===== config.mk =====
export PLATFORM = sky130hd
export DESIGN_NAME = effect_chain_sched
export DESIGN_NICKNAME = d
export VERILOG_FILES = /design/src/rtl/pedal_pkg.sv /design/src/rtl/fx_timeout_counter.sv /design/src/rtl/effect_chain_sched.sv
export SDC_FILE = /design/constraint.sdc
export NUM_CORES = 1
export LEC_CHECK = 0
export CORE_UTILIZATION = 30
export DETAILED_ROUTE_END_ITERATION = 10
export PLACE_DENSITY = 0.54
export SYNTH_ARGS = -nofsm -noshare
export SYNTH_HDL_FRONTEND = slang
export SYNTH_SLANG_ARGS = --single-unit

===== constraint.sdc =====
create_clock -name clk -period 5 [get_ports clk]
set_input_delay 1 -clock clk [delete_from_list [all_inputs] [get_ports clk]]
set_output_delay 1 -clock clk [all_outputs]
set_load 0.005 [all_outputs]

===== src/rtl/pedal_pkg.sv =====
// Shared types and constants for the effect-chain scheduler.
package pedal_pkg;
  localparam int NUM_FX          = 4;
  localparam int SAMPLE_W        = 24;
  localparam int OPT_W           = 4;
  localparam int DEFAULT_TIMEOUT = 255;

  typedef logic signed [SAMPLE_W-1:0] sample_t;

  typedef enum logic [1:0] {
    IDLE  = 2'd0,
    ISSUE = 2'd1,
    WAIT  = 2'd2,
    EMIT  = 2'd3
  } state_t;

  // Isolates the lowest set bit, which is the next effect to run.
  function automatic logic [NUM_FX-1:0] lowest_set(input logic [NUM_FX-1:0] m);
    return m & (~m + {{(NUM_FX-1){1'b0}}, 1'b1});
  endfunction
endpackage


===== src/rtl/fx_timeout_counter.sv =====
// Per-effect watchdog: loaded when an effect is started, counts down while
// the scheduler waits, and flags expiry on the last allowed wait cycle.
module fx_timeout_counter
  import pedal_pkg::*;
#(
  parameter int TIMEOUT = DEFAULT_TIMEOUT
) (
  input  logic clk,
  input  logic rst,
  input  logic i_load,
  input  logic i_count,
  output logic o_expired
);
  localparam int CNT_W = $clog2(TIMEOUT + 1);

  logic [CNT_W-1:0] r_cnt;

  // Loading TIMEOUT-1 makes expiry fall on exactly the TIMEOUT-th wait cycle.
  always_ff @(posedge clk or posedge rst) begin
    if (rst) begin
      r_cnt <= '0;
    end else if (i_load) begin
      r_cnt <= CNT_W'(TIMEOUT - 1);
    end else if (i_count && (r_cnt != '0)) begin
      r_cnt <= r_cnt - CNT_W'(1);
    end
  end

  assign o_expired = i_count && (r_cnt == '0);
endmodule


===== src/rtl/effect_chain_sched.sv =====
// Sequences one audio sample through the enabled effects in index order,
// with a per-effect timeout bypass and sticky overrun/fault reporting.
module effect_chain_sched
  import pedal_pkg::*;
#(
  parameter int TIMEOUT = DEFAULT_TIMEOUT
) (
  input  logic                       clk,
  input  logic                       rst,
  input  sample_t                    sample_in,
  input  logic                       sample_valid,
  input  logic [NUM_FX-1:0]          en,
  input  logic [OPT_W-1:0]           options0,
  input  logic [OPT_W-1:0]           options1,
  input  logic [OPT_W-1:0]           options2,
  input  logic [OPT_W-1:0]           options3,
  output logic [NUM_FX-1:0]          fx_start,
  output sample_t                    fx_data,
  output logic [OPT_W-1:0]           fx_opt,
  input  logic [NUM_FX-1:0]          fx_done,
  input  logic [NUM_FX*SAMPLE_W-1:0] fx_result,
  output sample_t                    sample_out,
  output logic                       sample_out_valid,
  output logic                       busy,
  output logic                       overrun,
  output logic [NUM_FX-1:0]          fault,
  input  logic                       clr_flags
);
  state_t                  r_state, w_state_nxt;
  sample_t                 r_acc, w_acc_nxt, w_res;
  logic [NUM_FX-1:0]       r_pend, w_pend_nxt;
  logic [NUM_FX-1:0]       r_cur, w_cur_nxt;
  logic [NUM_FX*OPT_W-1:0] r_opt_snap, w_opt_snap_nxt;
  logic [OPT_W-1:0]        w_opt_sel;
  logic [NUM_FX-1:0]       w_fault_set;
  logic                    w_load_cnt, w_count, w_expired, w_hit;
  logic                    w_emit, w_overrun_set;

  logic [NUM_FX-1:0]       r_fx_start;
  sample_t                 r_fx_data;
  logic [OPT_W-1:0]        r_fx_opt;
  sample_t                 r_sample_out;
  logic                    r_sample_out_valid;
  logic                    r_overrun;
  logic [NUM_FX-1:0]       r_fault;

  fx_timeout_counter #(
    .TIMEOUT (TIMEOUT)
  ) u_timeout (
    .clk       (clk),
    .rst       (rst),
    .i_load    (w_load_cnt),
    .i_count   (w_count),
    .o_expired (w_expired)
  );

  always_comb begin
    w_state_nxt    = r_state;
    w_acc_nxt      = r_acc;
    w_pend_nxt     = r_pend;
    w_cur_nxt      = r_cur;
    w_opt_snap_nxt = r_opt_snap;
    w_fault_set    = '0;
    w_load_cnt     = 1'b0;
    w_count        = 1'b0;
    w_hit          = 1'b0;
    w_emit         = 1'b0;
    w_overrun_set  = sample_valid && (r_state != IDLE);

    w_res = '0;
    for (int k = 0; k < NUM_FX; k++) begin
      if (r_cur[k]) w_res = fx_result[k*SAMPLE_W +: SAMPLE_W];
    end

    case (r_state)
      IDLE: begin
        if (sample_valid) begin
          w_acc_nxt      = sample_in;
          w_pend_nxt     = en;
          w_opt_snap_nxt = {options3, options2, options1, options0};
          w_cur_nxt      = lowest_set(en);
          w_state_nxt    = (en != '0) ? ISSUE : EMIT;
        end
      end
      ISSUE: begin
        w_load_cnt  = 1'b1;
        w_state_nxt = WAIT;
      end
      WAIT: begin
        w_count = 1'b1;
        w_hit   = |(fx_done & r_cur);
        // A done arriving on the expiry cycle still counts as a result.
        if (w_hit || w_expired) begin
          if (w_hit) w_acc_nxt = w_res;
          else       w_fault_set = r_cur;
          w_pend_nxt  = r_pend & ~r_cur;
          w_cur_nxt   = lowest_set(w_pend_nxt);
          w_state_nxt = (w_pend_nxt != '0) ? ISSUE : EMIT;
        end
      end
      EMIT: begin
        w_emit      = 1'b1;
        w_state_nxt = IDLE;
      end
      default: w_state_nxt = IDLE;
    endcase

    w_opt_sel = '0;
    for (int k = 0; k < NUM_FX; k++) begin
      if (w_cur_nxt[k]) w_opt_sel = w_opt_snap_nxt[k*OPT_W +: OPT_W];
    end
  end

  always_ff @(posedge clk or posedge rst) begin
    if (rst) begin
      r_state            <= IDLE;
      r_acc              <= '0;
      r_pend             <= '0;
      r_cur              <= '0;
      r_opt_snap         <= '0;
      r_fx_start         <= '0;
      r_fx_data          <= '0;
      r_fx_opt           <= '0;
      r_sample_out       <= '0;
      r_sample_out_valid <= 1'b0;
      r_overrun          <= 1'b0;
      r_fault            <= '0;
    end else begin
      r_state    <= w_state_nxt;
      r_acc      <= w_acc_nxt;
      r_pend     <= w_pend_nxt;
      r_cur      <= w_cur_nxt;
      r_opt_snap <= w_opt_snap_nxt;
      // Operands are captured on entry to ISSUE and held until the next issue.
      r_fx_start <= (w_state_nxt == ISSUE) ? w_cur_nxt : '0;
      if (w_state_nxt == ISSUE) begin
        r_fx_data <= w_acc_nxt;
        r_fx_opt  <= w_opt_sel;
      end
      r_sample_out_valid <= w_emit;
      if (w_emit) r_sample_out <= r_acc;
      r_overrun <= (r_overrun & ~clr_flags) | w_overrun_set;
      r_fault   <= (r_fault & {NUM_FX{~clr_flags}}) | w_fault_set;
    end
  end

  assign fx_start         = r_fx_start;
  assign fx_data          = r_fx_data;
  assign fx_opt           = r_fx_opt;
  assign sample_out       = r_sample_out;
  assign sample_out_valid = r_sample_out_valid;
  assign busy             = (r_state != IDLE);
  assign overrun          = r_overrun;
  assign fault            = r_fault;
endmodule


Word level (Yosys, flattened, before mapping)
Index checks and enable logic that the tools add are counted.
W data, S select, Z words.
{ "totals": {"in_bits": 148, "rom_bits": 0, "ram_bits": 0, "elab_cells": 82, "register_bits": 120, "latch_bits": 0, "n_memories": 0, "output_inout_bits": 63} }
{ "classes": {"n_mul": 0, "bitwise": 12, "n_eq_ne": 6, "add_sub_neg": 3, "magnitude_cmp": 0, "n_div": 0, "n_shift": 0, "muxes": 34, "reduce_logical": 14} }
{ "ops": {"columns": ["cell", "count"], "rows": [
  ["$mux W24", 7],
  ["$mux W4", 12],
  ["$pmux W24 S2", 1],
  ["$mux W16", 2],
  ["$and A4 B4 Y4", 5],
  ["$mux W8", 2],
  ["$pmux W4 S2", 2],
  ["$not A4 Y4", 3],
  ["$add A4 B1 Y4 const B", 2],
  ["$logic_not A8 Y1", 1],
  ["$mux W2", 4],
  ["$pmux W2 S4", 1],
  ["$reduce_bool A4 Y1", 2],
  ["$reduce_bool A8 Y1", 1],
  ["$sub A8 B1 Y8 const B", 1],
  ["$reduce_bool A2 Y1", 3],
  ["$eq A2 B1 Y1 const B", 2],
  ["$eq A2 B2 Y1 const B", 2],
  ["$ne A2 B2 Y1 const B", 2],
  ["$or A4 B4 Y4", 1],
  ["$reduce_or A4 Y1", 1],
  ["$logic_and A1 B1 Y1", 3],
  ["$mux W1", 3],
  ["$reduce_and A3 Y1", 1],
  ["other kinds (5)", 5]
]} }

Logic depth before layout (Yosys ltp)
Gate-level depths: netlist of the first run.
{ "depth": {"word_depth": 11, "mapped_depth": 9, "ltp_nobuf": 9} }

Cells and area by module
A second synthesis of the first run with hierarchy kept.
{ "unflattened": {"cells_unflattened": 492, "hier_area_um2": 5665.4} }
{ "by_module_without_submodules": {"columns": ["mod", "cells_each", "area_per_inst_um2", "seq_area_each_um2", "instances"], "rows": [
  ["effect_chain_sched", 446, 5197.5, 2802.7, 1],
  ["fx_timeout_counter", 46, 467.9, 200.2, 1]
]} }

Worst setup path after synthesis of the first run
OpenSTA, ideal clock, no wires.
{ "synth_path": {"path_type": "in2reg", "from": "input sample_valid", "to": "register r_fx_opt[1], in the netlist fx_opt[1]", "slack_ns": 2.387, "stages": 7, "setup_time_ns": 0.130, "arrival_time_ns": 2.483, "n_path_buf": 2, "path_cell_list": "nor3b_1 buf_2 buf_2 mux2_2 a21boi_0 a311oi_1 o21ai_1"} }
{ "synth_between": {"word_cells_on_any_way": 11} }
{ "synth_rtl": {"columns": ["element", "line_no", "rtl"], "rows": [
  ["start, declared", "effect_chain_sched.sv:11", "input logic sample_valid,"],
  ["$mux W16", "effect_chain_sched.sv:77", "if (sample_valid) begin"],
  ["$mux W16", "effect_chain_sched.sv:75", "case (r_state)"],
  ["net w_opt_snap_nxt[13]", "effect_chain_sched.sv:33", "logic [NUM_FX*OPT_W-1:0] r_opt_snap, w_opt_snap_nxt;"],
  ["$mux W4", "effect_chain_sched.sv:110", "if (w_cur_nxt[k]) w_opt_sel = w_opt_snap_nxt[k*OPT_W +: OPT_W];"],
  ["end signal, assigned", "effect_chain_sched.sv:138", "r_fx_opt <= w_opt_sel;"],
  ["end, declared", "effect_chain_sched.sv:41", "logic [OPT_W-1:0] r_fx_opt;"]
]} }
The timed path passes the listed nets, and every way through them passes these cells.
A chain may end at the register's enable or synchronous reset.

Final worst setup path of the first run
{ "layout_path": {"from": "input sample_valid", "to": "register r_fx_opt[1], in the netlist fx_opt[1]"} }
{ "layout_between": {"elab_chain_len": 6, "word_cells_on_any_way": 11} }
{ "layout_lines": {"columns": ["element", "line_no"], "rows": [
  ["$mux W4 or $mux W16 (tied branches)", "effect_chain_sched.sv:77"],
  ["$pmux W4 S2 or $mux W16 (tied branches)", "effect_chain_sched.sv:75"],
  ["$mux W4 (4 in a row)", "effect_chain_sched.sv:110"]
]} }
Parallel ways exist; a longest one is shown, timed or not.

==> impl_metrics.json, run 1 <==
{
  "path_cells": "clkdlybuf4s50_1 -> nor3b_2 -> buf_4 -> nand3_1 -> o21a_4 -> and2_4 -> a311oi_1 -> o21ai_1",
  "cp_slowest_stage_delay_ns": 0.57,
  "max-cap-violations": 0,
  "synth-seq-cells": 120,
  "vias": 4978,
  "synth_edf_count": 0,
  "tns_ns": 0,
  "maxSlewHeadroom_pct": 25.0,
  "coreArea_mm2": 0.0188,
  "synth_nets": 655,
  "final_area_mm2": 0.00872,
  "placed_cell_area_mm2": 0.00807,
  "rows": 50,
  "rsz0062_at_grt": "no",
  "netlist_area_mm2": 0.00576,
  "ys.flop_type": "dfrtp_1",
  "start_util_pct": 30.7,
  "hold_slack_ns": 0.490,
  "cts_resized": 0,
  "status": "finished clean",
  "dieArea_mm2": 0.0197,
  "clock_skew_ns": 0.00673,
  "synthCells": 505,
  "clock_path_buffers": 2,
  "cp_slowest_cell": "clkdlybuf4s50_1",
  "holdBufCountCts": 0,
  "die_h_um": 141,
  "async_flop_share_pct": 100,
  "wl_per_cell_um": 20.0,
  "cts_root_buffer": "clkbuf_16",
  "dpl.hpwl_um": 13900,
  "ir_drop_mv": 0.288,
  "maxSlewViolCount": 0,
  "setup_viol": 0,
  "area_delta_synth_final_pct": 51.4,
  "final_nets": 858,
  "clk-insertion-delay-late_ns": 0.41,
  "cts_made_buffers": 17,
  "final.min_clock_period_ns": 3.21,
  "grt_pass1_vias": 5079,
  "cts.sinks": 120,
  "gr-usage-all-layers_pct": 19.6,
  "worstMarginPinSlew_ns": 1.12,
  "ios": 211,
  "drtIter0Drc": 258,
  "antenna_found_initial": 1,
  "synth_top_area_share_pct": 52.2,
  "grt_max_degree": 79,
  "ys_types": 59,
  "cts_tree": "built",
  "clk_pin_slew_ns": 0.05,
  "arrival_ns": 3.49,
  "ys_warn_count": 0,
  "globalplace.congestion": 0.885,
  "yosysTopAreaCell": "dfrtp_1",
  "p_per_area_mw_per_mm2": 589,
  "overflow": 0,
  "crit_path_max_fanout": 30,
  "vias_per_cell": 5.21,
  "firstDrtPassIters": 5,
  "yosys-top-cells-area": "dfrtp_1, mux2_2, a221oi_1, a22oi_1, nor2b_1",
  "yosysSeqAreaShare_pct": 52.2,
  "syn_area_per_cell_um2": 11.4,
  "cts-htree-levels": 4,
  "cts_setup_buffers": 0,
  "critPathLaunchType": "input pin",
  "worstPathRequired_ns": 5.28,
  "fmax_mhz": 312,
  "drive_gt1_share_pct": 17.1,
  "fin_crit_sh_pct": 64.2,
  "drc": 0,
  "final_hold_viol_count": 0,
  "leakage_nw": 3.55,
  "die_width_um": 141,
  "grt_pass1_wl_um": 28900,
  "ant_nets": 0,
  "hold_class": "reg -> reg",
  "wl_um": 19100,
  "port_buffers": 210,
  "crit_type": "in -> reg",
  "cp-end-kind": "register"
}
-- synthesized netlist by cell type, types with 2 or more instances --
cell type    n
inv_1        9
nor2_1       7
xnor2_1      3
nor2b_1     29
buf_6        3
o21ai_1      3
a21boi_0     6
nor4_1       3
a21o_1       2
nand3_1      6
buf_2       11
or2_2        2
a22o_1       8
nor3_2       2
a32oi_1      5
ha_1         2
nand2b_1     4
dfrtp_1    120
and2_1       6
o21ai_0     31
a22oi_1     26
a311oi_1     3
nor3_1      27
a21oi_1     31
nand2_1     13
clkbuf_1    20
a221oi_1    24
o211ai_1     3
and3_1       2
mux2_2      63
nor4b_1      2
nand4b_1     2
-- routing by layer --
layer	GRT usage, %	part of all wire (%)
met3	4.65	5.4
met5	0	0
met1	24.9	43
met2	32.8	50
met4	6.41	1.4
-- layout make-up --
class,count,area [um^2]
Fill cell,1754,10000
Antenna cell,1,2.50
Clock buffer,24,512
Sequential cell,120,3000
Multi-Input combinational cell,340,2560
Inverter,10,40.0
Clock inverter,7,138
Timing Repair Buffer,219,2170
Tap cell,234,293
-- where the power goes --
part | internal, W | switching (W)
sequential | 0.00139 | 0.000224
combinational | 0.00115 | 0.00105
clock | 0.000909 | 0.000419
total | 0.00344 | 0.00169
-- registers in the layout, summed over array words and instances (netlist names) --
name / flops
r_acc: 24
fx_data: 24
fx_opt: 4
r_state: 2
fx_start: 4
r_pend: 4
sample_out: 24
sample_out_valid: 1
r_opt_snap: 16
u_timeout.r_cnt: 8
overrun: 1
fault: 4
r_cur: 4
-- critical path: cells and delay by family --
family	cells	cell delay, ns
simple gates	3	0.87
compound gates	3	0.61
buf+inv	2	0.99
-- logic make-up after synthesis --
group / count (synthesis) / share of synthesized area, %
flops: 120 / 52.2
mux: 64 / 12.5
xor+xnor: 4 / 0.609
simple gates: 116 / 11.7
compound gates: 154 / 19.1
buf+inv: 45 / 3.56
fa+ha+maj: 2 / 0.435
-- path summary, 6_finish.rpt --
check / cells after the start / from / to / slack [ns]
worst max-delay path: 8 / sample_valid / fx_opt[1] / 1.79
worst min-delay path: 1 / r_opt_snap[2] / r_opt_snap[2] / 0.49
worst max register to register: 6 / r_cur[1] / fx_data[8] / 2.28
worst min register to register: 1 / r_opt_snap[2] / r_opt_snap[2] / 0.49
max in group asynchronous: 3 / rst / sample_out[21] / 2.90
min in group asynchronous: 2 / rst / sample_out[9] / 1.16
-- metrics by stage --
| stage | utilization, % | cells | total power (W) | setup slack (ns) |
|---|---|---|---|---|
| floorplan | - | 505 | 0.00288 | 0.814 |
| global placement | 43.0 | 923 | 0.00378 | 1.47 |
| detailed placement | 43.0 | 923 | 0.00383 | 1.36 |
| CTS | 46.4 | 954 | 0.00518 | 1.78 |
| global route | 46.5 | 955 | 0.00545 | 1.59 |
| finish | 46.5 | 955 | 0.00513 | 1.79 |
-- layout by cell type, fill, tap and decap left out, types with 3 or more instances in the layout --
master	count
clkdlybuf4s50_1	210
dfrtp_1	119
mux2_2	63
o21ai_0	31
a21oi_1	30
nor2b_1	28
nor3_1	27
a22oi_1	26
a221oi_1	24
clkbuf_16	17
nand2_1	13
buf_4	9
inv_1	8
a22o_1	8
nor2_1	7
nand3_1	6
and2_1	6
a21boi_0	6
clkbuf_8	6
a32oi_1	5
nand2b_1	4
bufinv_16	4
o211ai_1	3
nor4_1	3
xnor2_1	3
a311oi_1	3
o21ai_1	3
Note: power is estimated with default switching activity, not from simulation.
==> run 2, diff against run 1 <==
Clock period 5 ns to 3.1 ns, I/O delays scaled along.
==> run 2 against run 1 <==
Non-clock buffer count increased by 7. Largest power group unchanged. Total power is 60% higher. Sequential share of layout area is 0.13 points lower. Critical path depth decreased by 1.
==> impl_metrics.json, run 2 (synthesized netlist as in run 1, its figures left out) <==
{
  "wl_met1_um": 8550,
  "holdBufCountCts": 0,
  "hold_end": "r_pend[0]",
  "cp-end-kind": "register",
  "rsz0062_at_grt": "no",
  "worstMarginPinSlew_ns": 1.15,
  "crit_type": "reg -> reg",
  "ios": 211,
  "num_antenna_cells": 0,
  "cts_made_buffers": 17,
  "r2r_setup_slack_ns": 0.48,
  "critPathLaunchType": "register",
  "r2r_cells": 7,
  "arrival_ns": 2.92,
  "p_per_area_mw_per_mm2": 939,
  "area_delta_synth_final_pct": 52.0,
  "dieArea_mm2": 0.0197,
  "firstDrtPassIters": 4,
  "clk_pin_slew_ns": 0.06,
  "ant_nets": 0,
  "met2_length_um": 9560,
  "fillCellCount": 1767,
  "drtIter0Drc": 287,
  "final_cell_mix": "clkdlybuf4s50_1, dfrtp_1, mux2_2",
  "cts.sinks": 120,
  "placed_cell_area_mm2": 0.00815,
  "final.min_clock_period_ns": 2.62,
  "final_nets": 865,
  "hold_class": "reg -> reg",
  "drc": 0,
  "final_area_mm2": 0.00875,
  "overflow": 0,
  "wl_met3_um": 852,
  "final_cells": 961,
  "die_width_um": 141,
  "globalplace.congestion": 0.902,
  "place_inst": 930,
  "maxSlewHeadroom_pct": 23.1,
  "clock_skew_ns": 0.00513,
  "wl_per_cell_um": 20.0,
  "grt_max_degree": 54,
  "ir_drop_mv": 0.440,
  "wl_um": 19300,
  "crit_path_max_fanout": 30,
  "vias": 4957,
  "hold_path_depth": 1,
  "final_util_pct": 46.6,
  "worstPathRequired_ns": 3.40,
  "status": "finished clean",
  "cts_resized": 0,
  "final_hold_viol_count": 0,
  "leakage_nw": 3.57,
  "grt_pass1_vias": 5115,
  "vias_per_cell": 5.16,
  "tns_ns": 0,
  "coreArea_mm2": 0.0188,
  "cts-htree-levels": 4,
  "drive_gt1_share_pct": 17.7,
  "rows": 50,
  "dpl.hpwl_um": 14500,
  "min_from": "r_pend[0]",
  "fmax_mhz": 382,
  "start_util_pct": 30.7,
  "grt_pass1_wl_um": 29500,
  "clock_path_buffers": 2,
  "dr.max_layer_used": "met4",
  "cts_setup_buffers": 0,
  "cts_tree": "built",
  "setup_viol": 0,
  "maxSlewViolCount": 0,
  "port_buffers": 210,
  "die_h_um": 141,
  "clk-insertion-delay-late_ns": 0.42,
  "antenna_found_initial": 0,
  "mostFrequentLayoutCell": "clkdlybuf4s50_1",
  "cts_root_buffer": "clkbuf_16",
  "fin_crit_sh_pct": 84.5,
  "r2r_end": "fx_data[22]",
  "rr_startpoint": "u_timeout.r_cnt[0]",
  "max-cap-violations": 0,
  "gr-usage-all-layers_pct": 19.9
}
-- run 2: changes by cell type in the layout (fill, tap and decap cells not counted), sizes merged --
cell    before  now
buf          9   16
clkinv       2    5
bufinv       4    3
clkbuf      24   23
diode        1    0
inv         10    9
-- run 2: worst max-delay path by stage --
stage | start | end
after floorplan | sample_valid | fx_opt[1]
final | u_timeout.r_cnt[0] | fx_data[22]
after global routing | sample_valid | fx_opt[3]
after CTS | u_timeout.r_cnt[0] | fx_data[22]
after detailed placement | sample_valid | fx_opt[1]
after global placement | sample_valid | fx_opt[2]
-- run 2: cell type report --
cell class	count	area (um^2)	share of cell area [%]
clock inverter	8	119	1.36
sequential	120	3000	34.3
clock buffer	23	488	5.58
tap	234	293	3.35
multi-input combinational	340	2560	29.2
inverter	10	41.3	0.472
timing repair buffer	226	2250	25.7
-- run 2: report_power, final --
| group | internal (W) | switching, W | leakage [nW] | total [W] |
|---|---|---|---|---|
| registers | 0.00224 | 0.000357 | 1.49 | 0.00259 |
| clock network | 0.00134 | 0.000690 | 0.303 | 0.00203 |
| logic | 0.00188 | 0.00171 | 1.78 | 0.00359 |
-- run 2: worst max-delay path: stages, from the launching register on --
cell	delay, ns
dfrtp_1	0.40
inv_1	0.09
ha_1	0.14
or3b_2	0.51
o21ai_4	0.28
o21a_4	0.22
and2_4	0.45
mux2_2	0.39
-- run 2: routing by layer --
metal	vias up	GRT usage, %
met1	2475	26.0
met3	21	3.25
met5	-	0
li1	2317	-
met4	0	7.72
met2	144	33.0
-- run 2: stage by stage --
step / worst slack [ns] / hold WS (ns) / total power (W)
4_1_cts: 0.493 / 0.474 / 0.00829
3_5_place_dp: 0.101 / 0.462 / 0.00622
2_1_floorplan: 0.867 / 0.441 / 0.00465
3_3_place_gp: 0.190 / 0.457 / 0.00615
6_report: 0.479 / 0.476 / 0.00822
5_1_grt: 0.344 / 0.503 / 0.00871
==> run 3, diff against run 2 <==
Settings changed: PLACE_DENSITY 0.54 to 0.56.
Clock period 3.1 ns to 2.2 ns, I/O delays scaled along.
==> run 3 against run 2 <==
Sequential cell count is the same. Largest cell class unchanged. Sequential share of layout area fell by 2.8 points. First-iteration DRC count down 29%. Clock power up 37%. The flow now finishes with violations (setup timing). Global-route usage rose by 0.78 points. Sequential power increased by 41%. Setup slack worse by 0.48 ns. Critical endpoint is now fx_opt[3]. Combinational power increased by 73%. Via count rose by 8.0%.
==> impl_metrics.json, run 3 (synthesized netlist as in run 1, its figures left out) <==
{
  "ir_drop_mv": 0.770,
  "cts_root_buffer": "clkbuf_16",
  "use_met1_pct": 27.0,
  "dieArea_mm2": 0.0197,
  "setup_viol": 1,
  "fmax_mhz": 454,
  "num_antenna_cells": 0,
  "place_inst": 990,
  "die_width_um": 141,
  "grt_use_met2_pct": 33.8,
  "cts_made_buffers": 17,
  "vias": 5354,
  "globalplace.congestion": 0.854,
  "cp_slowest_stage_delay_ns": 0.62,
  "antenna_found_initial": 0,
  "crit_type": "reg -> reg",
  "maxSlewViolCount": 0,
  "crit_family": "simple AND/OR/NAND/NOR gates",
  "worstMarginPinSlew_ns": 0.697,
  "fin_crit_sh_pct": 100,
  "vias_per_cell": 5.17,
  "grt_pass1_vias": 5385,
  "tns_ns": -0.000746,
  "rsz0062_at_grt": "yes",
  "overflow": 0,
  "clock_skew_ns": 0.00811,
  "grt_pass1_wl_um": 30600,
  "ant_nets": 0,
  "mostFrequentLayoutCell": "clkdlybuf4s50_1",
  "firstDrtPassIters": 5,
  "clk_pin_slew_ns": 0.06,
  "max-cap-violations": 0,
  "critPathLaunchType": "register",
  "gr-max-usage-layer": "met2",
  "cp.buffers_inverters": 2,
  "arrival_ns": 2.54,
  "status": "finished, violations left",
  "cts.sinks": 120,
  "drc": 0,
  "wl_per_cell_um": 19.4,
  "grt_max_degree": 42,
  "grt_use_met3_pct": 4.03,
  "die_h_um": 141,
  "holdBufCountCts": 0,
  "port_buffers": 210,
  "clk-insertion-delay-late_ns": 0.42,
  "area_delta_synth_final_pct": 65.6,
  "cp_slowest_cell": "or4_4",
  "cts-htree-levels": 4,
  "cts_tree": "built",
  "dpl.hpwl_um": 14600,
  "violations": "setup timing",
  "clock_path_buffers": 2,
  "wl_um": 20100,
  "leakage_nw": 3.98,
  "worstPathRequired_ns": 2.54,
  "path_cells": "or4_4 -> or2_4 -> buf_6 -> a211oi_4 -> a211oi_4 -> inv_2 -> nor3_2 -> a221oi_2",
  "maxSlewHeadroom_pct": 53.5,
  "fin_ws_ns": -0.000746,
  "final_cells": 1036,
  "final_hold_viol_count": 0,
  "ios": 211,
  "final_util_pct": 50.8,
  "crit_path_max_fanout": 4,
  "start_util_pct": 30.7,
  "crit_top_cell": "a211oi_4",
  "gr-usage-all-layers_pct": 20.6,
  "drtIter0Drc": 205,
  "coreArea_mm2": 0.0188,
  "final.min_clock_period_ns": 2.20,
  "final_nets": 939,
  "hold_class": "in -> async",
  "final_cell_mix": "clkdlybuf4s50_1, dfrtp_1, buf_4",
  "p_per_area_mw_per_mm2": 1330,
  "cp-end-kind": "register",
  "rows": 50,
  "drive_gt1_share_pct": 28.6
}
[run 3: per-layer routing]
layer,vias to the layer above,wire [um]
met3,29,940
met2,186,9730
met4,0,414
met5,-,0
met1,2662,8980
li1,2477,-
[run 3: worst paths after layout]
check	from	endpoint	slack [ns]	cells past startpoint
max	u_timeout.r_cnt[3]	fx_opt[3]	-0.0007	8
min	rst	sample_out[11]	0.42	2
max reg2reg	u_timeout.r_cnt[3]	fx_opt[3]	-0.0007	8
min reg2reg	r_opt_snap[3]	r_opt_snap[3]	0.49	1
max in group asynchronous	rst	r_state[1]	1.22	3
min in group clk	r_opt_snap[3]	r_opt_snap[3]	0.49	1
[run 3: repair_timing]
item | 4_1_cts | 5_1_grt
pin swaps | 10 | 14
cloned | 1 | 1
buffers inserted | 9 | 3
gates resized for setup | 16 | 23
setup endpoints to repair | 30 | 19
[run 3: layout make-up]
class / instances / area, um^2
tap: 234 / 293
clock inverter: 15 / 168
timing repair buffer: 298 / 2870
clock buffer: 17 / 425
sequential: 120 / 3010
multi-input combinational: 342 / 2720
inverter: 10 / 43.8
fill: 1666 / 9240
[run 3: worst reg2reg max path: cells and delay by family, from the launching register on]
| kind | cells | cell delay (ns) |
|---|---|---|
| flops | 1 | 0.38 |
| simple gates | 3 | 0.97 |
| compound gates | 3 | 0.56 |
| buf+inv | 2 | 0.21 |
[run 3: metrics by stage]
step / power [W] / instance area (um^2) / worst slack (ns) / hold WS [ns]
after floorplan: 0.00655 / 5760 / 0.0696 / 0.441
after global placement: 0.00921 / 8650 / -0.355 / 0.479
after detailed placement: 0.00933 / 8650 / -0.377 / 0.482
after CTS: 0.0125 / 9400 / -0.0000406 / 0.431
after global routing: 0.0134 / 9530 / -0.0971 / 0.466
final: 0.0126 / 9530 / -0.000746 / 0.424
[run 3: power breakdown]
part           internal [W]  switching, W  total, W
registers           0.00316      0.000503   0.00366
clock network       0.00169       0.00109   0.00278
logic               0.00345       0.00276   0.00621
